`config.mk`:
```
export PLATFORM = sky130hd
export DESIGN_NAME = mem_port_arbiter
export DESIGN_NICKNAME = d
export VERILOG_FILES = /design/src/rtl/mem_port_arbiter_pkg.sv /design/src/rtl/mem_lane_align.sv /design/src/rtl/mem_port_arbiter.sv
export SDC_FILE = /design/constraint.sdc
export NUM_CORES = 1
export LEC_CHECK = 0
export ABC_CLOCK_PERIOD_IN_PS = 2400
export BUFFER_PORTS_ARGS = -buffer_cell sky130_fd_sc_hd__buf_2
export CAP_MARGIN = 25
export CORE_ASPECT_RATIO = 0.5
export CORE_MARGIN = 4
export CORE_UTILIZATION = 40
export DETAILED_ROUTE_END_ITERATION = 10
export PLACE_DENSITY_LB_ADDON = 0.05
export SYNTH_ARGS = -nofsm -noshare
export SYNTH_HDL_FRONTEND = slang
export SYNTH_SLANG_ARGS = --single-unit
```
`constraint.sdc`:
```
create_clock -name clk_i -period 2.4 [get_ports clk_i]
set_clock_uncertainty 0.2 [all_clocks]
set_input_delay 0.36 -clock clk_i [delete_from_list [all_inputs] [get_ports clk_i]]
set_output_delay 0.36 -clock clk_i [all_outputs]
set_load 0.1 [all_outputs]
```
`src/rtl/mem_port_arbiter_pkg.sv`:
```
// Shared definitions for the instruction/data RAM port arbiter: memory op
// codes, byte-enable patterns, FSM state encoding and the alignment rule.
package mem_port_arbiter_pkg;

    localparam logic [3:0] OP_LB  = 4'b0000;
    localparam logic [3:0] OP_LH  = 4'b0001;
    localparam logic [3:0] OP_LW  = 4'b0010;
    localparam logic [3:0] OP_LBU = 4'b0100;
    localparam logic [3:0] OP_LHU = 4'b0101;
    localparam logic [3:0] OP_SB  = 4'b1000;
    localparam logic [3:0] OP_SH  = 4'b1001;
    localparam logic [3:0] OP_SW  = 4'b1010;

    localparam logic [3:0] BE_BYTE = 4'b0001;
    localparam logic [3:0] BE_HALF = 4'b0011;
    localparam logic [3:0] BE_WORD = 4'b1111;

    typedef enum logic [1:0] {
        ARB_IDLE,
        ARB_D_BUS,
        ARB_I_BUS,
        ARB_RESP
    } arb_state_e;

    // Halves need an even address, words a 4-byte aligned one; bytes never fault.
    function automatic logic is_misaligned(input logic [3:0] op, input logic [1:0] off);
        logic mis;
        case (op)
            OP_LH, OP_LHU, OP_SH: mis = off[0];
            OP_LW, OP_SW:         mis = (off != 2'b00);
            default:              mis = 1'b0;
        endcase
        return mis;
    endfunction

endpackage

```
`src/rtl/mem_lane_align.sv`:
```
// Combinational byte-lane steering: store data placement with byte enables,
// and load extraction with sign/zero extension.
module mem_lane_align
    import mem_port_arbiter_pkg::*;
(
    input  logic [3:0]  st_op_i,
    input  logic [1:0]  st_off_i,
    input  logic [31:0] st_wdata_i,
    output logic [3:0]  st_be_o,
    output logic [31:0] st_wdata_o,
    input  logic [3:0]  ld_op_i,
    input  logic [1:0]  ld_off_i,
    input  logic [31:0] ld_word_i,
    output logic [31:0] ld_rdata_o
);

    logic [31:0] ld_shifted;

    always_comb begin
        st_be_o    = BE_WORD;
        st_wdata_o = st_wdata_i;
        case (st_op_i)
            OP_SB: begin
                st_be_o    = BE_BYTE << st_off_i;
                st_wdata_o = {4{st_wdata_i[7:0]}};
            end
            OP_SH: begin
                st_be_o    = BE_HALF << st_off_i;
                st_wdata_o = {2{st_wdata_i[15:0]}};
            end
            default: begin
                st_be_o    = BE_WORD;
                st_wdata_o = st_wdata_i;
            end
        endcase
    end

    // Bring the addressed byte/half down to bit 0 before extending it.
    always_comb begin
        ld_shifted = ld_word_i >> {ld_off_i, 3'b000};
        case (ld_op_i)
            OP_LB:   ld_rdata_o = {{24{ld_shifted[7]}}, ld_shifted[7:0]};
            OP_LBU:  ld_rdata_o = {24'h000000, ld_shifted[7:0]};
            OP_LH:   ld_rdata_o = {{16{ld_shifted[15]}}, ld_shifted[15:0]};
            OP_LHU:  ld_rdata_o = {16'h0000, ld_shifted[15:0]};
            default: ld_rdata_o = ld_word_i;
        endcase
    end

endmodule

```
`src/rtl/mem_port_arbiter.sv`:
```
// Arbitrates the single-ported RAM between instruction fetch and the MEM
// stage, running each access as a request/ack bus transaction with timeout.
module mem_port_arbiter
    import mem_port_arbiter_pkg::*;
#(
    parameter int ADDR_WIDTH = 32,
    parameter int DATA_WIDTH = 32,
    parameter int TIMEOUT    = 255,
    parameter int STARVE_MAX = 4
) (
    input  logic                  clk_i,
    input  logic                  rst_i,
    input  logic                  i_req_i,
    input  logic [ADDR_WIDTH-1:0] i_addr_i,
    output logic [DATA_WIDTH-1:0] i_rdata_o,
    output logic                  i_ack_o,
    output logic                  i_err_o,
    input  logic                  d_req_i,
    input  logic                  d_we_i,
    input  logic [3:0]            d_op_i,
    input  logic [ADDR_WIDTH-1:0] d_addr_i,
    input  logic [DATA_WIDTH-1:0] d_wdata_i,
    output logic [DATA_WIDTH-1:0] d_rdata_o,
    output logic                  d_ack_o,
    output logic                  d_err_o,
    output logic                  bus_req_o,
    output logic                  bus_we_o,
    output logic [ADDR_WIDTH-1:0] bus_addr_o,
    output logic [3:0]            bus_be_o,
    output logic [DATA_WIDTH-1:0] bus_wdata_o,
    input  logic [DATA_WIDTH-1:0] bus_rdata_i,
    input  logic                  bus_ack_i
);

    localparam int TO_W = $clog2(TIMEOUT + 1);
    localparam int SV_W = $clog2(STARVE_MAX + 1);

    arb_state_e            state_q, state_d;
    logic [SV_W-1:0]       starve_q, starve_d;
    logic [TO_W-1:0]       to_cnt_q, to_cnt_d;
    logic [3:0]            op_q, op_d;
    logic [1:0]            off_q, off_d;
    logic                  bus_req_q, bus_req_d;
    logic                  bus_we_q, bus_we_d;
    logic [ADDR_WIDTH-1:0] bus_addr_q, bus_addr_d;
    logic [3:0]            bus_be_q, bus_be_d;
    logic [DATA_WIDTH-1:0] bus_wdata_q, bus_wdata_d;
    logic                  i_ack_q, i_ack_d;
    logic                  i_err_q, i_err_d;
    logic [DATA_WIDTH-1:0] i_rdata_q, i_rdata_d;
    logic                  d_ack_q, d_ack_d;
    logic                  d_err_q, d_err_d;
    logic [DATA_WIDTH-1:0] d_rdata_q, d_rdata_d;

    logic [3:0]            st_be;
    logic [DATA_WIDTH-1:0] st_wdata;
    logic [DATA_WIDTH-1:0] ld_rdata;
    logic                  fetch_starved;

    mem_lane_align u_align (
        .st_op_i    (d_op_i),
        .st_off_i   (d_addr_i[1:0]),
        .st_wdata_i (d_wdata_i),
        .st_be_o    (st_be),
        .st_wdata_o (st_wdata),
        .ld_op_i    (op_q),
        .ld_off_i   (off_q),
        .ld_word_i  (bus_rdata_i),
        .ld_rdata_o (ld_rdata)
    );

    assign fetch_starved = i_req_i && (starve_q == SV_W'(STARVE_MAX));

    always_comb begin
        state_d     = state_q;
        starve_d    = starve_q;
        to_cnt_d    = to_cnt_q;
        op_d        = op_q;
        off_d       = off_q;
        bus_req_d   = bus_req_q;
        bus_we_d    = bus_we_q;
        bus_addr_d  = bus_addr_q;
        bus_be_d    = bus_be_q;
        bus_wdata_d = bus_wdata_q;
        i_ack_d     = 1'b0;
        i_err_d     = 1'b0;
        i_rdata_d   = '0;
        d_ack_d     = 1'b0;
        d_err_d     = 1'b0;
        d_rdata_d   = '0;

        case (state_q)
            ARB_IDLE: begin
                to_cnt_d  = '0;
                bus_req_d = 1'b0;
                bus_we_d  = 1'b0;
                if (d_req_i && !fetch_starved) begin
                    op_d  = d_op_i;
                    off_d = d_addr_i[1:0];
                    // A data grant can only happen here with starve below its cap.
                    if (i_req_i) begin
                        starve_d = starve_q + 1'b1;
                    end
                    if (is_misaligned(d_op_i, d_addr_i[1:0])) begin
                        d_ack_d = 1'b1;
                        d_err_d = 1'b1;
                        state_d = ARB_RESP;
                    end else begin
                        bus_req_d   = 1'b1;
                        bus_we_d    = d_we_i;
                        bus_addr_d  = {d_addr_i[ADDR_WIDTH-1:2], 2'b00};
                        bus_be_d    = st_be;
                        bus_wdata_d = st_wdata;
                        state_d     = ARB_D_BUS;
                    end
                end else if (i_req_i) begin
                    starve_d = '0;
                    if (i_addr_i[1:0] != 2'b00) begin
                        i_ack_d = 1'b1;
                        i_err_d = 1'b1;
                        state_d = ARB_RESP;
                    end else begin
                        bus_req_d   = 1'b1;
                        bus_we_d    = 1'b0;
                        bus_addr_d  = {i_addr_i[ADDR_WIDTH-1:2], 2'b00};
                        bus_be_d    = BE_WORD;
                        bus_wdata_d = '0;
                        state_d     = ARB_I_BUS;
                    end
                end
            end

            ARB_D_BUS, ARB_I_BUS: begin
                // to_cnt_d is the number of cycles bus_req_o has been high so far.
                to_cnt_d = to_cnt_q + 1'b1;
                if (bus_ack_i) begin
                    bus_req_d = 1'b0;
                    bus_we_d  = 1'b0;
                    state_d   = ARB_RESP;
                    if (state_q == ARB_D_BUS) begin
                        d_ack_d   = 1'b1;
                        d_rdata_d = bus_we_q ? '0 : ld_rdata;
                    end else begin
                        i_ack_d   = 1'b1;
                        i_rdata_d = bus_rdata_i;
                    end
                end else if (to_cnt_d == TO_W'(TIMEOUT)) begin
                    bus_req_d = 1'b0;
                    bus_we_d  = 1'b0;
                    state_d   = ARB_RESP;
                    if (state_q == ARB_D_BUS) begin
                        d_ack_d = 1'b1;
                        d_err_d = 1'b1;
                    end else begin
                        i_ack_d = 1'b1;
                        i_err_d = 1'b1;
                    end
                end
            end

            ARB_RESP: begin
                state_d = ARB_IDLE;
            end

            default: begin
                state_d = ARB_IDLE;
            end
        endcase
    end

    always_ff @(posedge clk_i) begin
        if (rst_i) begin
            state_q     <= ARB_IDLE;
            starve_q    <= '0;
            to_cnt_q    <= '0;
            op_q        <= '0;
            off_q       <= '0;
            bus_req_q   <= 1'b0;
            bus_we_q    <= 1'b0;
            bus_addr_q  <= '0;
            bus_be_q    <= '0;
            bus_wdata_q <= '0;
            i_ack_q     <= 1'b0;
            i_err_q     <= 1'b0;
            i_rdata_q   <= '0;
            d_ack_q     <= 1'b0;
            d_err_q     <= 1'b0;
            d_rdata_q   <= '0;
        end else begin
            state_q     <= state_d;
            starve_q    <= starve_d;
            to_cnt_q    <= to_cnt_d;
            op_q        <= op_d;
            off_q       <= off_d;
            bus_req_q   <= bus_req_d;
            bus_we_q    <= bus_we_d;
            bus_addr_q  <= bus_addr_d;
            bus_be_q    <= bus_be_d;
            bus_wdata_q <= bus_wdata_d;
            i_ack_q     <= i_ack_d;
            i_err_q     <= i_err_d;
            i_rdata_q   <= i_rdata_d;
            d_ack_q     <= d_ack_d;
            d_err_q     <= d_err_d;
            d_rdata_q   <= d_rdata_d;
        end
    end

    assign bus_req_o   = bus_req_q;
    assign bus_we_o    = bus_we_q;
    assign bus_addr_o  = bus_addr_q;
    assign bus_be_o    = bus_be_q;
    assign bus_wdata_o = bus_wdata_q;
    assign i_ack_o     = i_ack_q;
    assign i_err_o     = i_err_q;
    assign i_rdata_o   = i_rdata_q;
    assign d_ack_o     = d_ack_q;
    assign d_err_o     = d_err_q;
    assign d_rdata_o   = d_rdata_q;

endmodule
```
[Word level (Yosys, flattened, before mapping)]
Index checks and enable logic that the tools add are counted.
Storage, ports and cells
  memory bits (read-only): 0
  bits in writable memories: 0
  register bits: 157
  memories: 0
  output and inout port bits: 138
  bits in latches: 0
Operators by class
  bitwise logic cells: 3
  magnitude comparators: 0
  $add $sub $neg: 2
  eq/ne operators: 18
  mux-type cells: 56
  div/mod/pow operators: 0
  reductions and logical operators: 19
  multiply operators: 0
  shift operators: 3
Operators with widths (number)
  $mux W32: 8
  $pmux W32 S4: 1
  $pmux W32 S2: 1
  $shr A32 B5 Y16: 1
  $mux W1: 24
  $mux W4: 4
  $pmux W8 S2: 1
  $pmux W1 S2: 7
  $eq A4 B3 Y1 const B: 3
  $eq A4 B4 Y1 const B: 3
  $mux W2: 5
  $mux W3: 3
  $add A8 B1 Y8 const B: 1
  $eq A4 B1 Y1 const B: 2
  $eq A8 B8 Y1 const B: 1
  $pmux W4 S2: 1
  $reduce_and A2 Y1: 4
  $reduce_bool A2 Y1: 4
  $ne A3 B3 Y1 const B: 2
  $pmux W2 S3: 1
  $reduce_or A5 Y1: 1
  $eq A2 B2 Y1 const B: 2
  $eq A4 B2 Y1 const B: 1
  $logic_not A4 Y1: 1
  other kinds (14): 19

[Depth between registers and ports, before layout]
  depth in word-level cells: 9
  gate-level depth with buffers: 10
  gate-level depth less buffers: 8

[Hierarchy]
From an unflattened synthesis, not the netlist that was laid out.
Second synthesis, totals
  cell total of the unflattened synthesis: 817
  area total of the unflattened synthesis: 6979.2 um^2
Modules (own cells, without submodules)
  mem_port_arbiter: cells each 643, area an instance 5754.3 um^2, times used 1, sequential area each 3103.0 um^2
  mem_lane_align: cells each 174, area an instance 1224.9 um^2, times used 1, sequential area each 0.0 um^2

[Least setup slack after synthesis]
OpenSTA, ideal clock, no wires.
  kind: register to register
  start: register to_cnt_q[0]
  end: register i_err_q (netlist: i_err_o)
  period minus slack after synthesis: 2.144 ns
  arrival: 1.874 ns
  path buffers: 0
  cell stages (with the launch flop): 8
  data required time: 2.130 ns
  setup slack: 0.256 ns
  setup time: 0.070 ns
  path through: dfxtp_1 -> ha_1 -> or3b_1 -> nor3_1 -> a211o_1 -> nand2_1 -> or4b_1 -> a21oi_1
Between the ends
  longest elaborated chain between the ends: 5
RTL lines
  start: declaration: line mem_port_arbiter.sv:40  | logic [TO_W-1:0] to_cnt_q, to_cnt_d;
  start signal: assignment: line mem_port_arbiter.sv:192  | to_cnt_q <= to_cnt_d;
  $add A8 B1 Y8: line mem_port_arbiter.sv:135  | to_cnt_d = to_cnt_q + 1'b1;
  $eq A8 B8 Y1: line mem_port_arbiter.sv:147  | end else if (to_cnt_d == TO_W'(TIMEOUT)) begin
  $mux W1: line mem_port_arbiter.sv:147
  $mux W1: line mem_port_arbiter.sv:136  | if (bus_ack_i) begin
  $pmux W1 S2: line mem_port_arbiter.sv:92  | case (state_q)
  end signal: assignment: line mem_port_arbiter.sv:201  | i_err_q <= i_err_d;
  end: declaration: line mem_port_arbiter.sv:49  | logic i_err_q, i_err_d;
No other way between the ends.
A chain may end at the register's enable or synchronous reset.

[Worst setup path in the final report]
Same ends and word-level chain as after synthesis.

==> results.md <==
- The floorplan step defined a die boundary enclosing 19120 µm².
- The worst-margin pin slew is 0.5451 ns.
- The setup slack of the critical path after layout is 0.09378 ns.
- The share of total power dissipated in combinational logic is 0.441.
- The total DRC errors in the routed layout is 0.
- In this run the cell area of the synthesized design comes to 6743 µm².
- TritonCTS built the clock tree.
- Synthesis produced a netlist whose cell count is 819.
- Dividing the final minimum period by the clock period gives 0.9609.
- STA puts the critical path data required time at 2.55 ns.
- After the flow finishes, the layout carries non-filler instances totaling 1378.
- The run finished with clean final reports.
- In this run, the number of DRC markers left after iteration 0 of detailed routing was 272.
- The initial standard-cell utilization of the core is 0.4103.
- The HPWL after detailed placement is 15510 µm.
- The slowest stage of the critical path is the sky130_fd_sc_hd__or4b_1 cell.
- The share of the core filled with cells is 0.5882.
- The worst hold slack is 0.007209 ns.
- The final RePlAce weighted congestion is 0.8419.
- In the synthesized netlist the dominant register cell turns out to be sky130_fd_sc_hd__dfxtp_1.
- The number of library cell types mapped by synthesis is 58.
- For this design, the sink count on the clock tree is 155.
- The critical setup path kind is reg2reg.
- The pin count of the biggest net entering global routing is 53.
- The area of the placeable core is 16430 µm².
- In the final routed layout, each cell accounts on average for 16.39 µm.
- Of the cells placed in the final design, the portion with a size suffix greater than 1 is 0.3183.
- In this run, placement finished with an instance count of 1282.
- OpenSTA, run right after detailed placement, puts the worst setup slack at 0.1261 ns.
- For this run the aggregate overflow at the end of global routing stands at 0.
- The signal on the critical path passes through ha_1 -> or3b_1 -> nor3_1 -> a211o_1 -> nand2_1 -> or4b_1 -> a21oi_1.
- Max-cap violations in this run came to 0.
- The internal power of the cells totals 5.737 mW.
- Timing would allow up to 0.4336 GHz.
- The clock power share is 0.266.
- The fraction of the yosys area taken by sequential cells is 0.4602.
- The total setup violations reported at the end of the flow is 0.
- The number of nets in the layout is 1284.
- IR analysis of the VDD net gives a maximum drop of 0.5948 mV.
- The via count of the first global-routing pass is 6699.
- The highest fanout seen on the critical path is 8.
- The share of power burned in registers is 0.292.
- The routed layout has 6920 vias.
- The number of enable-type register cells in the synthesized netlist is 0.
- After detailed routing, the number of vias per cell comes to 5.022.
- For this run, the detailed router's first-pass iteration total came to 5.
- The total wire length after detailed routing is 22590 µm.
- Across every metal layer, demand over resource in global routing totals 0.2272.
- The hold violation count in the final report is 0.
- Data on the critical path arrives at its endpoint at 2.46 ns.
- In this design, the stage delay of the slowest critical-path cell is 0.46 ns.
- The global-route wire length before repair is 34730 µm.
- Once detail routing completed, the nets flagged for antenna violations numbered 0.
- The number of buffers added on ports is 273.
- The register bit total from synthesis is 155.
- Of the total power, the share spent switching nets is 0.4571.
- The CTS clock-pin slew for the worst setup and hold paths is 0.07 ns.
- STA classifies the critical path startpoint as a flip-flop.
- Headroom to the max-slew limit came out at 0.6366.
- The initialized floorplan defines 33 standard-cell rows.
- The clock latency on the worst-skew pair is 0.42 ns.
- The number of antenna violations at the first check in global routing is 1.
- The clock tree synthesis step divided the H-tree into 4 levels.
- The worst setup path is captured at a flip-flop.
- Compared with the post-synthesis result, the final layout area differs by 43.37%.
- In this run the static leakage power is 4.365 nW.
- In this run the mean area of a mapped cell was 8.233 µm².
- The analysis attributes to net switching a power of 4.831 mW.
- The total I/O pin count is 276.
- The type of the tightest min-delay check is in2reg.
- The die is 191.6 µm wide.
- The number of clock buffers inserted by TritonCTS is 17.
- Counting flops with an async set or reset pin after synthesis yields a share of 0.
- The sum of internal, switching and leakage power is 10.57 mW.
- Yosys printed 0 warnings.
- The worst path needs 2.306 ns of the cycle, external delays included.
- The die height is 99.81 µm.
- The max-slew violation count came to 0.
- Dividing total power by cell area gives a power density of 1093 nW/µm².
- In this run the deepest clock path goes through 2 buffers.
- The clock root buffer is sky130_fd_sc_hd__clkbuf_16.
==> logic make-up after synthesis <==
group / after synthesis / synth area share
adders and majority gates: 9 / 0.01670
buffers and inverters: 71 / 0.04658
other: 1 / 0.0005562
and+or+nand+nor: 361 / 0.2468
DFF: 155 / 0.4602
AOI/OAI and AO/OA: 196 / 0.1876
xor gates and xnor gates: 1 / 0.001299
muxes: 25 / 0.04027
==> sequential cells by signal, summed over array words and instances (netlist names), 3 cells and up <==
name / cells
bus_addr_o: 30
bus_be_o: 4
bus_wdata_o: 32
d_rdata_o: 32
i_rdata_o: 32
op_q: 4
starve_q: 3
to_cnt_q: 8
==> what timing repair did <==
| action | in CTS | in global routing |
|---|---|---|
| endpoints found under the setup margin | 0 | 29 |
| hold endpoints to repair | 42 | 1 |
| buffers inserted | 0 | 3 |
| hold buffers | 57 | 1 |
| gates resized for setup | 0 | 3 |
==> power by group through the flow <==
stage / combinational [mW] / sequential (mW) / clock (mW)
after CTS: 4.57 / 3.09 / 2.86
after global routing: 4.95 / 3.13 / 2.99
after global placement: 4.46 / 3.14 / 0
after floorplan: 1.49 / 5.19 / 0
after detailed placement: 4.49 / 3.15 / 0
final: 4.66 / 3.09 / 2.81
==> critical path: cells and delay by family, from the launching register on <==
family / cells / cell delay, ns
DFF: 1 / 0.39
and+or+nand+nor: 4 / 1.07
adders and majority gates: 1 / 0.25
AOI/OAI and AO/OA: 2 / 0.33
==> placed cells by master (no fill, tap or decap), drive strengths merged, types with 2 or more instances in the layout <==
| master | count |
|---|---|
| nand3 | 20 |
| conb | 2 |
| and2 | 34 |
| a21oi | 107 |
| dfxtp | 155 |
| clkinvlp | 3 |
| a311oi | 32 |
| or3 | 16 |
| inv | 14 |
| nor2b | 2 |
| o21ai | 34 |
| nand2 | 164 |
| nand2b | 5 |
| mux2 | 7 |
| nor2 | 88 |
| bufinv | 3 |
| clkbuf | 20 |
| mux2i | 17 |
| nor4 | 2 |
| or2 | 2 |
| dlygate4sd3 | 58 |
| a21o | 7 |
| buf | 302 |
| nand4 | 4 |
| nor3 | 14 |
| nor4bb | 2 |
| ha | 9 |
| o2111ai | 2 |
| a2111o | 2 |
==> layer usage <==
| layer | share of wire | up-vias | track usage |
|---|---|---|---|
| met5 | 0.00031 | - | 0 |
| met4 | 0.014 | 2 | 0.05736 |
| met3 | 0.090 | 23 | 0.08965 |
| met2 | 0.46 | 240 | 0.3824 |
| met1 | 0.44 | 3211 | 0.2753 |
| li1 | - | 3444 | - |
==> worst paths after layout <==
check                       start         endpoint  slack, ns  cells past startpoint
setup / recovery      to_cnt_q[0]          i_err_o       0.09                      7
hold / removal        d_addr_i[7]    bus_addr_o[7]      0.007                      3
setup reg to reg      to_cnt_q[0]          i_err_o       0.09                      7
hold reg to reg   bus_wdata_o[20]  bus_wdata_o[20]       0.25                      2
==> final cells by class <==
| class | instances | area, µm² |
|---|---|---|
| clock buffers | 18 | 429.2 |
| repair buffers | 362 | 2275 |
| flip-flops and latches | 155 | 3103 |
| clock inverters | 14 | 182.7 |
| fillers | 1493 | 6766 |
| diodes | 1 | 2.502 |
| inverters | 7 | 26.28 |
| well taps | 227 | 284.0 |
| multi-input cells | 594 | 3364 |
==> synthesized netlist by cell type, types with 2 or more instances <==
cell type	count	area share
sky130_fd_sc_hd__buf_2	17	0.013
sky130_fd_sc_hd__inv_1	7	0.0039
sky130_fd_sc_hd__a2111o_1	2	0.0033
sky130_fd_sc_hd__or2_2	2	0.0019
sky130_fd_sc_hd__dfxtp_1	155	0.46
sky130_fd_sc_hd__o2111ai_1	2	0.0026
sky130_fd_sc_hd__nor2_1	88	0.049
sky130_fd_sc_hd__mux2_2	7	0.012
sky130_fd_sc_hd__buf_1	5	0.0028
sky130_fd_sc_hd__a21o_1	7	0.0078
sky130_fd_sc_hd__a21oi_1	106	0.079
sky130_fd_sc_hd__nor3_4	2	0.0048
sky130_fd_sc_hd__nand2b_1	5	0.0046
sky130_fd_sc_hd__nand2_1	163	0.091
sky130_fd_sc_hd__or3_1	16	0.015
sky130_fd_sc_hd__a311oi_2	10	0.022
sky130_fd_sc_hd__buf_4	5	0.0056
sky130_fd_sc_hd__nor4_1	2	0.0019
sky130_fd_sc_hd__mux2i_1	17	0.025
sky130_fd_sc_hd__o21ai_0	33	0.024
sky130_fd_sc_hd__and2_1	33	0.031
sky130_fd_sc_hd__nor2b_1	2	0.0019
sky130_fd_sc_hd__nor3_1	12	0.0089
sky130_fd_sc_hd__nand4_1	4	0.0037
sky130_fd_sc_hd__nor4bb_1	2	0.0030
sky130_fd_sc_hd__clkbuf_1	36	0.020
sky130_fd_sc_hd__ha_1	9	0.017
sky130_fd_sc_hd__nand3_1	19	0.014
sky130_fd_sc_hd__a311oi_1	22	0.029
==> per-stage QoR <==
step | TNS [ns] | cell area [µm²]
after floorplan | 0 | 6746
after global placement | 0 | 8383
after detailed placement | 0 | 8383
after CTS | 0 | 9565
after global routing | -0.01594 | 9664
final | 0 | 9667
No activity file was read; power rests on OpenSTA's default activity.
